`config.mk`:
```
export PLATFORM = sky130hd
export DESIGN_NAME = tf_stage_seq
export DESIGN_NICKNAME = d
export VERILOG_FILES = /design/src/rtl/tf_stage_seq.sv
export SDC_FILE = /design/constraint.sdc
export NUM_CORES = 1
export LEC_CHECK = 0
export CORE_UTILIZATION = 45
export CTS_CLUSTER_SIZE = 12
export DETAILED_ROUTE_END_ITERATION = 7
export PLACE_DENSITY_LB_ADDON = 0.2
export SETUP_SLACK_MARGIN = 0.15
export SKIP_CTS_REPAIR_TIMING = 1
export SYNTH_ARGS = -nofsm -noshare
export SYNTH_HDL_FRONTEND = slang
export SYNTH_SLANG_ARGS = --single-unit
```
`constraint.sdc`:
```
create_clock -name clk -period 6 [get_ports clk]
set_input_delay 0.6 -clock clk [delete_from_list [all_inputs] [get_ports clk]]
set_output_delay 0.6 -clock clk [all_outputs]
set_load 0.05 [all_outputs]
```
`src/rtl/tf_stage_seq.sv`:
```
`timescale 1ns/1ps
// Control sequencer for the twiddle-factor generator: seed load, per-stage read
// strobes with depth/iteration/stage counters, final radix-k2 stage, drain, done.
module tf_stage_seq #(
  parameter int D_WIDTH   = 64,
  parameter int STAGES    = 3,
  parameter int DEPTH     = 8,
  parameter int ITE       = 16,
  parameter int SEED_CYC  = 4,
  parameter int DRAIN_CYC = 3
) (
  input  logic               clk,
  input  logic               rst,
  input  logic               start,
  input  logic               hold,
  output logic               TF_wen,
  output logic               TF_ren,
  output logic [2:0]         it_depth_cnt,
  output logic [2:0]         l,
  output logic [D_WIDTH-1:0] ite_sw_cnt,
  output logic [D_WIDTH-1:0] ite_sw_cnt_ite3,
  output logic               LAST_STAGE,
  output logic               busy,
  output logic               done,
  output logic [2:0]         state_dbg
);

  typedef enum logic [2:0] {IDLE, SEED, RUN, LAST, DRAIN, DONE} state_t;

  localparam logic [2:0]         DEPTH_LAST = 3'(DEPTH - 1);
  localparam logic [2:0]         STAGE_LAST = 3'(STAGES - 1);
  localparam logic [D_WIDTH-1:0] ITE_LAST   = D_WIDTH'(ITE - 1);
  localparam logic [D_WIDTH-1:0] ITE_ONE    = D_WIDTH'(1);
  localparam logic [31:0]        SEED_LAST  = 32'(SEED_CYC - 1);
  localparam logic [31:0]        DRAIN_LAST = 32'(DRAIN_CYC - 1);

  state_t             state, state_n;
  logic [31:0]        seed_cnt, seed_cnt_n, drain_cnt, drain_cnt_n;
  logic [2:0]         depth_n, l_n;
  logic [D_WIDTH-1:0] ite_n, grp_n;
  logic               wen_n, ren_n;

  assign state_dbg = state;

  // Strobe semantics: a cycle with TF_wen/TF_ren high is one issued seed write or
  // read; counters advance at the edge that closes an issued cycle. hold sampled
  // at an edge blanks the following cycle, so every hold edge costs one cycle.
  always_comb begin
    state_n     = state;
    seed_cnt_n  = seed_cnt;
    drain_cnt_n = drain_cnt;
    depth_n     = it_depth_cnt;
    l_n         = l;
    ite_n       = ite_sw_cnt;
    grp_n       = ite_sw_cnt_ite3;
    case (state)
      IDLE: begin
        if (start) begin
          state_n    = SEED;
          seed_cnt_n = '0;
          depth_n    = '0;
          l_n        = '0;
          ite_n      = '0;
          grp_n      = '0;
        end
      end
      SEED: begin
        if (TF_wen) begin
          if (seed_cnt == SEED_LAST) begin
            state_n    = RUN;
            seed_cnt_n = '0;
          end else begin
            seed_cnt_n = seed_cnt + 32'd1;
          end
        end
      end
      RUN: begin
        if (TF_ren) begin
          if (it_depth_cnt == DEPTH_LAST) begin
            depth_n = '0;
            if (ite_sw_cnt == ITE_LAST) begin
              ite_n = '0;
              grp_n = '0;
              l_n   = l + 3'd1;
              if (l == STAGE_LAST) state_n = LAST;
            end else begin
              ite_n = ite_sw_cnt + ITE_ONE;
              if (ite_sw_cnt[2:0] == 3'd7) grp_n = ite_sw_cnt_ite3 + ITE_ONE;
            end
          end else begin
            depth_n = it_depth_cnt + 3'd1;
          end
        end
      end
      LAST: begin
        if (TF_ren) begin
          if (it_depth_cnt == DEPTH_LAST) begin
            depth_n     = '0;
            drain_cnt_n = '0;
            state_n     = DRAIN;
          end else begin
            depth_n = it_depth_cnt + 3'd1;
          end
        end
      end
      DRAIN: begin
        if (drain_cnt == DRAIN_LAST) begin
          drain_cnt_n = '0;
          state_n     = DONE;
        end else begin
          drain_cnt_n = drain_cnt + 32'd1;
        end
      end
      DONE:    state_n = IDLE;
      default: state_n = IDLE;
    endcase
    wen_n = (state_n == SEED) && !hold;
    ren_n = ((state_n == RUN) || (state_n == LAST)) && !hold;
  end

  always_ff @(posedge clk or negedge rst) begin
    if (!rst) begin
      state           <= IDLE;
      seed_cnt        <= '0;
      drain_cnt       <= '0;
      it_depth_cnt    <= '0;
      l               <= '0;
      ite_sw_cnt      <= '0;
      ite_sw_cnt_ite3 <= '0;
      TF_wen          <= 1'b0;
      TF_ren          <= 1'b0;
      LAST_STAGE      <= 1'b0;
      busy            <= 1'b0;
      done            <= 1'b0;
    end else begin
      state           <= state_n;
      seed_cnt        <= seed_cnt_n;
      drain_cnt       <= drain_cnt_n;
      it_depth_cnt    <= depth_n;
      l               <= l_n;
      ite_sw_cnt      <= ite_n;
      ite_sw_cnt_ite3 <= grp_n;
      TF_wen          <= wen_n;
      TF_ren          <= ren_n;
      LAST_STAGE      <= (state_n == LAST);
      busy            <= (state_n != IDLE) && (state_n != DONE);
      done            <= (state_n == DONE);
    end
  end

endmodule
```
==> out/qor.csv <==
metric;value;unit
core area;24500;um2
Post-Synthesis Cells;1298;
RSZ-0062 raised after global routing;no;
num rows;57;
required time of the worst setup path;6380;ps
gpl congestion;0.873;
CP Launch Point;ite_sw_cnt[10];
most frequent cell after synthesis;dfrtp_1;
die span in x;161;um
status;finished clean;
Synth async-reset ratio;1.00;
top_reg_cell synth;dfrtp_1;
vias per cell;5.87;
Top delay family on crit path;simple AND/OR/NAND/NOR gates;
Cell Area, Synth;11300;um2
fin. max-slew vios;0;
Clock transition at path regs;60;ps
Setup WS post-layout;2780;ps
area of the multi-input gates;5810;um2
port bufs;145;
fraction of layout cells with a size suffix above 1;0.0525;
slowest cell on the critical path;or4_1;
drt initial violations;695;
Area contributors post-synth;dfrtp_1 46%, nor2_1 4.6%, o21ai_0 4.4%, nand2_1 3.9%, nand3_1 3.9%;
FF+latch count, synth;206;
Crit Path Category;reg2reg;
CTS sink count;206;
nets@finish;1446;
min-delay worst type;in2async;
FMAX;0.311;GHz
Crit Path Max Fanout;30;
post-detail-place hpwl;21300;um
first-pass GRT wire length;51800;um
Hold Vio Cnt, Final;0;
H-tree depth;1;
PwrDens;222;nW/um2
DIE HEIGHT;161;um
post-route cell area;13900;um2
Avg Synthesized Cell Area;8.72;um2
number of antenna diodes;0;
Max clock buf depth;3;
Register Area;5150;um2
Arr. time, crit path;3590;ps
Synth warnings;0;
Initial Util;0.463;
CP peak stage delay;690;ps
I/O pin cnt;146;
Setup crit start kind;register;
CTS tree;built;
Max-cap violations;0;
DIE AREA;25800;um2
First-pass DRT Iterations;5;
Worst setup EP type;register;
Worst Skew;18.4;ps
Post-synth EDFFs;0;
largest net degree at the start of global routing;109;
Skew-Pair Late Insertion Delay;520;ps
period utilization;0.536;
r2r setup slk;2780;ps
Final Setup Violations;0;
worst vdd ir;0.000238;V
Yosys top cell area share;0.456;
Remaining DRCs;0;
sequential fraction of the synthesis area;0.456;
Fill cells;2228;
via count;10400;
Post-DRT Antenna Nets;0;
Leak;5.65;nW
Synth Net Count;1312;
vias in the first global route;9800;
Final Instance Count excl. Fillers;1772;
initial antenna violation count;0;
setup TNS;0;ps
top post-synthesis cells by count;206 x dfrtp_1, 139 x nor2_1, 119 x nand2_1;
post-synth top area cell;dfrtp_1;
Root Buffer;clkbuf_16;
min Tclk post-route;3220;ps
pre-CTS setup slack;2720;ps
Cell Chain, Critical Path;nor4_1, nand4_1, or4_1, a21oi_4, buf_4, nor2_1;
area grow syn2layout;22.7;%
worst r2r src;ite_sw_cnt[10];
placed insts;1730;
Worst Tran Pin Value;1010;ps
worst path bufs/invs;1;
Register-to-Register Path Depth;6;
wire per inst;17.6;um
Total Routing Usage GR;0.244;
total gr overflow;0;
slew margin rel.;0.327;
library cells used by synthesis;62;
total power;3.08;mW
drt total wl;31300;um
total CTS buffers;24;
reg-to-reg endpoint;ite_sw_cnt[54];
Post-Place Cell Area;13100;um2
[worst max-delay path by stage]
stage | to | slack, ps | depth (start not counted)
2_1_floorplan | ite_sw_cnt_ite3[54] | 3170 | 7
3_3_place_gp | l[0] | 2820 | 6
3_5_place_dp | seed_cnt[18] | 2720 | 7
4_1_cts | l[0] | 2770 | 6
5_1_grt | l[0] | 2620 | 6
6_report | ite_sw_cnt[54] | 2780 | 6
[report_power, final]
part	total [mW]	internal [mW]	switching [mW]
combinational	0.186	0.0598	0.127
sequential	1.47	1.42	0.0489
clock	1.42	0.843	0.577
[metrics by stage]
stage	util	hold WS, ps
finish	0.568	202
global placement	0.536	481
CTS	0.568	241
floorplan	-	304
detailed placement	0.536	511
global route	0.568	259
[flip-flops by register name, summed over array words and instances (netlist names)]
signal / cells
ite_sw_cnt: 64
ite_sw_cnt_ite3: 64
drain_cnt: 32
seed_cnt: 32
it_depth_cnt: 3
l: 3
state_dbg: 3
LAST_STAGE: 1
TF_ren: 1
TF_wen: 1
busy: 1
done: 1
[routing by layer]
layer / up-vias / share of wire / GRT usage
li1: 4989 / - / -
met2: 273 / 0.46 / 0.384
met4: 0 / 0.023 / 0.0662
met1: 5091 / 0.47 / 0.350
met3: 49 / 0.050 / 0.0351
met5: - / 0 / 0
[cell type report]
cell class | instances | share of cell area
Sequential cell | 206 | 0.371
Timing Repair Buffer | 160 | 0.113
Inverter | 50 | 0.0135
Clock inverter | 5 | 0.00198
Multi-Input combinational cell | 990 | 0.418
Tap cell | 324 | 0.0292
Clock buffer | 37 | 0.0533
[placed cells by master, fill, tap and decap left out, drive strengths merged, types with 22 or more instances in the layout]
cell and count:
clkbuf 38, a21oi 51, inv 50, xnor2 43, nor4 55, nand3 89
dfrtp 206, nand4 68, or3 42, o21ai 103, clkdlybuf4s50 144, xor2 42
and4 22, nor3 46, nand2 120, nor2 139
[worst register-to-register path: stages, from the launching register on]
cell and delay, ps:
dfrtp_1 460, nor4_1 410, nand4_1 280, or4_1 690, a21oi_4 640, buf_4 450, nor2_1 130
[cells by family (layout without fill, tap and decap cells)]
| kind of cell | Yosys count | count (layout) | share of synthesized area |
|---|---|---|---|
| flip-flops | 206 | 206 | 0.456 |
| AO/OA/AOI/OAI | 219 | 219 | 0.113 |
| multiplexers | 9 | 9 | 0.00796 |
| AND/OR/NAND/NOR | 667 | 667 | 0.312 |
| XOR/XNOR | 85 | 85 | 0.0658 |
| adder cells (fa/ha/maj) | 10 | 10 | 0.0111 |
| buffers and inverters | 102 | 252 | 0.0345 |
(Power assumes the default switching activity.)
